--- config.mk ---
export PLATFORM = sky130hd
export DESIGN_NAME = read_pointer_handler
export DESIGN_NICKNAME = d
export VERILOG_FILES = /design/src/rtl/fifo_pkg.sv /design/src/rtl/graycode_decoder.sv /design/src/rtl/read_pointer_handler.sv
export SDC_FILE = /design/constraint.sdc
export NUM_CORES = 1
export LEC_CHECK = 0
export CAP_MARGIN = 10
export CORE_MARGIN = 2
export CORE_UTILIZATION = 42
export CTS_CLUSTER_SIZE = 24
export DETAILED_ROUTE_END_ITERATION = 7
export PLACE_DENSITY = 0.76
export SYNTH_ARGS = -nofsm -noshare
export SYNTH_HDL_FRONTEND = slang
export SYNTH_SLANG_ARGS = --single-unit
export TNS_END_PERCENT = 20
--- constraint.sdc ---
create_clock -name clk_rx -period 2.5 [get_ports clk_rx]
set_input_delay 0.25 -clock clk_rx [delete_from_list [all_inputs] [get_ports clk_rx]]
set_output_delay 0.25 -clock clk_rx [all_outputs]
set_load 0.03 [all_outputs]
--- src/rtl/fifo_pkg.sv ---
// Shared async FIFO helpers: gray encode/decode functions.
// Functions work on a 32-bit container; callers size the result with a cast.
package fifo_pkg;

  localparam int GRAY_W = 32;

  function automatic logic [GRAY_W-1:0] gray_encode(
    input logic [GRAY_W-1:0] bin
  );
    logic [GRAY_W-1:0] g;
    g[GRAY_W-1] = bin[GRAY_W-1];
    for (int i = 0; i < GRAY_W-1; i++) begin
      g[i] = bin[i] ^ bin[i+1];
    end
    return g;
  endfunction

  // Zero upper bits decode to zero, so any narrower width
  // zero-extended into the container decodes correctly.
  function automatic logic [GRAY_W-1:0] gray_decode(
    input logic [GRAY_W-1:0] gray
  );
    logic [GRAY_W-1:0] b;
    b[GRAY_W-1] = gray[GRAY_W-1];
    for (int i = GRAY_W-2; i >= 0; i--) begin
      b[i] = b[i+1] ^ gray[i];
    end
    return b;
  endfunction

endpackage

--- src/rtl/graycode_decoder.sv ---
// Gray to binary converter, combinational.
// Ports: i_gray (width) in, o_bin (width) out.
module graycode_decoder
  import fifo_pkg::*;
#(
  parameter int width = 4
) (
  input  logic [width-1:0] i_gray,
  output logic [width-1:0] o_bin
);

  logic [GRAY_W-1:0] w_bin_full;

  assign w_bin_full = gray_decode(GRAY_W'(i_gray));
  assign o_bin      = w_bin_full[width-1:0];

endmodule

--- src/rtl/read_pointer_handler.sv ---
// Async FIFO read-side pointer logic in the clk_rx domain.
// Ports: clk_rx/rst_rx, pop in, synced gray write ptr in;
// empty, almost_empty, read_level, read_pointer,
// registered gray read ptr and sticky underflow_err out.
module read_pointer_handler
  import fifo_pkg::*;
#(
  parameter int pointer_width      = 3,
  parameter int almost_empty_level = 1
) (
  input  logic                   clk_rx,
  input  logic                   rst_rx,
  input  logic                   pop,
  input  logic [pointer_width:0] synced_graycoded_write_pointer,
  output logic                   empty,
  output logic                   almost_empty,
  output logic [pointer_width:0] read_level,
  output logic [pointer_width-1:0] read_pointer,
  output logic [pointer_width:0] graycoded_read_pointer,
  output logic                   underflow_err
);

  localparam int CW = pointer_width + 1;
  localparam logic [CW-1:0] AE_LVL = CW'(almost_empty_level);

  logic [CW-1:0]     r_read_counter;
  logic [CW-1:0]     r_gray_rd;
  logic              r_underflow;
  logic [CW-1:0]     w_gray_rd;
  logic [CW-1:0]     w_wr_bin;
  logic [GRAY_W-1:0] w_gray_full;

  assign w_gray_full = gray_encode(GRAY_W'(r_read_counter));
  assign w_gray_rd   = w_gray_full[CW-1:0];

  graycode_decoder #(
    .width (CW)
  ) u_wr_dec (
    .i_gray (synced_graycoded_write_pointer),
    .o_bin  (w_wr_bin)
  );

  // Full-width compare: MSB distinguishes empty from a full lap.
  assign empty        = (w_gray_rd == synced_graycoded_write_pointer);
  assign read_level   = w_wr_bin - r_read_counter;
  assign almost_empty = (read_level <= AE_LVL);
  assign read_pointer = r_read_counter[pointer_width-1:0];

  assign graycoded_read_pointer = r_gray_rd;
  assign underflow_err          = r_underflow;

  always_ff @(posedge clk_rx) begin
    if (rst_rx) begin
      r_read_counter <= '0;
      r_gray_rd      <= '0;
      r_underflow    <= 1'b0;
    end else begin
      if (pop && !empty) begin
        r_read_counter <= r_read_counter + CW'(1);
      end
      r_gray_rd <= w_gray_rd;
      if (pop && empty) begin
        r_underflow <= 1'b1;
      end
    end
  end

endmodule

# Word level (Yosys, flattened, before mapping)

Index checks and enable logic that the tools add are counted.

Reduce and logical (&&, ||, !) cells: 3
Bitwise operators: 6
Equality and inequality tests: 1
Add/sub/neg operators: 2
Magnitude comparators: 1

Operators with widths:

| kind                                                                   | number |
|---|---|
| 1-bit XOR                                                              | 6 |
| 4-bit by 1-bit adder with 4-bit output (second input constant)         | 1 |
| 4-bit equality test                                                    | 1 |
| 4-bit by 1-bit <= comparator with 1-bit output (second input constant) | 1 |
| 4-bit subtractor                                                       | 1 |
| 1-bit logical AND                                                      | 2 |
| 1-bit zero test                                                        | 1 |

Bits in registers: 9

# Longest topological paths before layout

Word-level depth: 5
Depth in mapped cells: 8
Depth with buffers taken out: 8

# Cells and area by module

From an unflattened synthesis, not the netlist that was laid out.

Cells, all modules: 64
Area total of the unflattened synthesis: 624.3 um^2

Modules (own cells, without submodules):

| module               | cells each | times used | area each (um^2) |
|---|---|---|---|
| read_pointer_handler | 59         | 1          | 574.3 |
| graycode_decoder     | 5          | 1          | 50.0 |

# Worst setup path after synthesis

No wires, ideal clock.

Kind: input port to output port
Start point: input synced_graycoded_write_pointer[3]
End point: output almost_empty
Arrival: 2.549 ns
Path slack: -0.299 ns
Stages: 7
Buffers on the path: 0
Required time: 2.250 ns
Cell sequence: xor2_1 > xnor2_1 > xor2_1 > ha_1 > fa_1 > xnor2_1 > a211oi_1

Longest elaborated chain between the ends: 5

RTL lines:

| element                                            | line                       | RTL |
|---|---|---|
| start, declared                                    | read_pointer_handler.sv:14 | `input logic [pointer_width:0] synced_graycoded_write_pointer,` |
| 1-bit XOR (*)                                      | fifo_pkg.sv:26             | `b[i] = b[i+1] ^ gray[i];` |
| 1-bit XOR (2 in series)                            | fifo_pkg.sv:26             |  |
| 4-bit subtractor (*)                               | read_pointer_handler.sv:45 | `assign read_level = w_wr_bin - r_read_counter;` |
| named net read_level[2]                            | read_pointer_handler.sv:17 | `output logic [pointer_width:0] read_level,` |
| 4-bit by 1-bit <= comparator with 1-bit output (*) | read_pointer_handler.sv:46 | `assign almost_empty = (read_level <= AE_LVL);` |
| end, declared                                      | read_pointer_handler.sv:16 | `output logic almost_empty,` |

Mark *: on every way through the listed nets, which the timed path passes. The rest lies on a longest branch.

# Final worst setup path

Start point: input synced_graycoded_write_pointer[3]
End point: output almost_empty

Longest elaborated chain between the ends: 5

RTL lines:

| element                                            | line |
|---|---|
| 1-bit XOR (3 in series)                            | fifo_pkg.sv:26 |
| 4-bit subtractor (*)                               | read_pointer_handler.sv:45 |
| 4-bit by 1-bit <= comparator with 1-bit output (*) | read_pointer_handler.sv:46 |

Mark *: on every way between the ends. The rest lies on a longest branch, timed or not.

==> run_results.csv <==
group,metric,value,unit
global_routing,grt_max_degree,10,
run,drv_cap,0,
layout,drive_gt1_share,36.3,%
critical_path,cp_max_fo,3,
clock_tree,cts.path.max_buffers,2,
global_routing,grt_util_all_layers,19.1,%
routing,dr_wl_met3,77,um
power_and_ir_drop,powerDensity,613,nW/um^2
die,die-area,1700,sq um
sta,slew_headroom,70.7,%
placement,place.gp.congestion,0.743,
logic_synthesis,yosys.area.top_type_share,31.0,%
layout,final_nets,105,
routing,wl_met2,673,um
status,outcome,"finished, final reports clean",
die,ioPinCount,21,
critical_path,cp-end-kind,"output pin",
routing,wl_met1,523,um
logic_synthesis,synth_edf_count,0,
hold_path,hold_class,"register to register",
logic_synthesis,ys_warn_count,0,
routing,vias_per_cell,4.63,
critical_path,path_cells,"clkbuf_2, xor2_2, xnor2_2, xor2_1, ha_2, fa_2, inv_1, a211oi_4, buf_6",
sta,slew_violations,0,
sta,rsz0062_at_grt,"no",
sta,fin_tns_setup,0,ns
logic_synthesis,yosys.area.top_type,"dfxtp_1",
power_and_ir_drop,p_leak,0.431,nW
routing,drcViolationCount,0,
logic_synthesis,synthCells,60,
global_routing,grt_overflow,0,
routing,drt-total-wl,1270,um
sta,finClkSkew,0.000762,ns
logic_synthesis,synth_area_per_cell,9.68,sq um
routing,drtIter0Drc,0,
clock_tree,numCtsBuffers,3,
critical_path,crit_required,2.25,ns
layout,instances_no_fill,106,
clock_tree,clk_pin_slew,0.06,ns
clock_tree,clock_latency,0.26,ns
routing,drtAntennaViolNets,0,
layout,fillers,110,
sta,period_minus_slack,2.34,ns
logic_synthesis,synth_nets,73,
routing,routed.top_layer,"met3",
global_routing,grt_first_pass_wirelength,2000,um
sta,period_share,93.8,%
logic_synthesis,synth_area_leaders,"dfxtp_1 31%, ha_1 11%, xor2_1 9.1%, o41ai_4 4.7%, inv_1 4.5%",
sta,fmax,427,MHz
logic_synthesis,async_reset_ff_share,0,%
sta,finalHoldViolCount,0,
critical_path,arrival,2.09,ns
die,die-width,41.2,um
placement,dp_cells,101,
clock_tree,clkSinkCount,9,
clock_tree,clockRootBuffer,"clkbuf_4",
global_routing,grt_antenna_before_repair,0,
logic_synthesis,synth_ff_type,"dfxtp_1",
clock_tree,cts_hold_buffers,0,
global_routing,grt_pass1_vias,471,
critical_path,startpoint_type,"input pin",
placement,hpwl,960,um
critical_path,crit_slowest_cell,"fa_2",
logic_synthesis,ys_seq_area_share,31.0,%
die,die_y,41.2,um
routing,routed_wire_length_per_instance,12.0,um
logic_synthesis,post-synth-top-count-cell,"dfxtp_1",
critical_path,critPathKind,"input pin to output pin",
logic_synthesis,synth_cell_types,24,
die,initial_core_util,44.6,%
logic_synthesis,ys_ff_latch,9,
logic_synthesis,netlist_area,581,sq um
sta,finalSetupViolCount,0,
power_and_ir_drop,irDropWorstVdd,0.286,mV
layout,n_antenna_cell,0,
placement,numPortBuffers,20,
clock_tree,cts_tree,"yes",
logic_synthesis,yosys-top-cells-count,"9 x dfxtp_1, 7 x inv_1, 6 x xor2_1",
sta,max_slew.worst_pin.slew,0.437,ns
die,rows,13,
die,core,1300,sq um
routing,vias,491,
critical_path,cpPeakStageDelay,0.53,ns
routing,first_pass_iters,1,
layout,syn2layout_area_growth,59.1,%
clock_tree,cts_htree_levels,1,
## state kept, by name, summed over array words and instances (netlist names)
register	flops
graycoded_read_pointer	4
r_read_counter	4
underflow_err	1
## through the flow
step | worst slack [ns] | hold WS [ns] | instance area [sq um] | power (W) | utilization, %
floorplan | 0.127 | 0.391 | 601 | 0.000336 | -
global placement | -0.234 | 0.461 | 855 | 0.000435 | 65.7
detailed placement | -0.271 | 0.467 | 855 | 0.000439 | 65.7
CTS | 0.0306 | 0.491 | 898 | 0.000559 | 69.0
global route | 0.0894 | 0.540 | 923 | 0.000602 | 71.0
finish | 0.155 | 0.484 | 923 | 0.000566 | 71.0
## final timing paths
| check | startpoint | endpoint | slack, ns | cells past startpoint |
|---|---|---|---|---|
| worst max-delay path | synced_graycoded_write_pointer[3] | almost_empty | 0.16 | 9 |
| worst min register to register | underflow_err$_SDFFE_PP0P_ | underflow_err$_SDFFE_PP0P_ | 0.48 | 2 |
| worst min-delay path | underflow_err$_SDFFE_PP0P_ | underflow_err$_SDFFE_PP0P_ | 0.48 | 2 |
| worst max register to register | r_read_counter[1]$_SDFFE_PP0P_ | r_read_counter[1]$_SDFFE_PP0P_ | 0.56 | 4 |
## cell usage in the layout (no fill, tap or decap), drive strengths merged
cell           netlist  layout
nand2                2       2
xor3                 1       1
clkdlybuf4s50        0      11
fa                   1       1
or4                  1       1
xor2                 6       6
nor2                 4       4
xnor2                3       3
dlygate4sd2          0       1
nor4                 1       1
o41ai                1       1
a211oi               1       1
dfxtp                9       9
nand3                1       1
clkbuf               0       6
inv                  7       7
nor2b                3       3
and2b                1       1
o21ai                3       3
ha                   5       5
a21o                 1       1
or3                  1       1
and2                 1       1
buf                  4      16
dlymetal6s2s         0       1
mux2                 1       1
a21oi                2       2
## timing repair
item                                    CTS  global route
endpoints found under the setup margin    5             2
gates resized for setup                   8             9
setup buffers                             0             1
endpoints found under the hold margin     0             0
pin swaps                                 1             7
## worst max-delay path: cells and delay by family
family / cells / cell delay [ns]
buffers and inverters: 3 / 0.34
XOR/XNOR: 3 / 0.54
adder cells (fa/ha/maj): 2 / 0.74
AO/OA/AOI/OAI: 1 / 0.22
## power by group
part / total, W / switching, W / internal [W]
Sequential: 0.000159 / 0.00000612 / 0.000153
Combinational: 0.000296 / 0.000162 / 0.000134
Clock: 0.000111 / 0.0000494 / 0.0000614
## layer usage
layer | global-route usage [%] | vias up
met1 | 20.5 | 224
met3 | 10.3 | 0
met4 | 0 | 0
li1 | - | 255
met2 | 34.8 | 12
met5 | 0 | -
## layout make-up
class	count	area (sq um)	area share, %
clock buffers	4	26.3	2.85
repair buffers	31	265	28.7
flip-flops and latches	9	180	19.5
inverters	7	26.3	2.85
multi-input cells	40	407	44.0
well taps	15	18.8	2.03
## logic make-up after synthesis
group | after synthesis | share of synthesized area (%)
AOI/OAI and AO/OA | 8 | 11.6
adders and majority gates | 6 | 14.2
muxes | 1 | 1.94
and+or+nand+nor | 15 | 14.0
xor gates and xnor gates | 10 | 17.9
buffers and inverters | 11 | 9.27
DFF | 9 | 31.0
(Power assumes the default switching activity.)
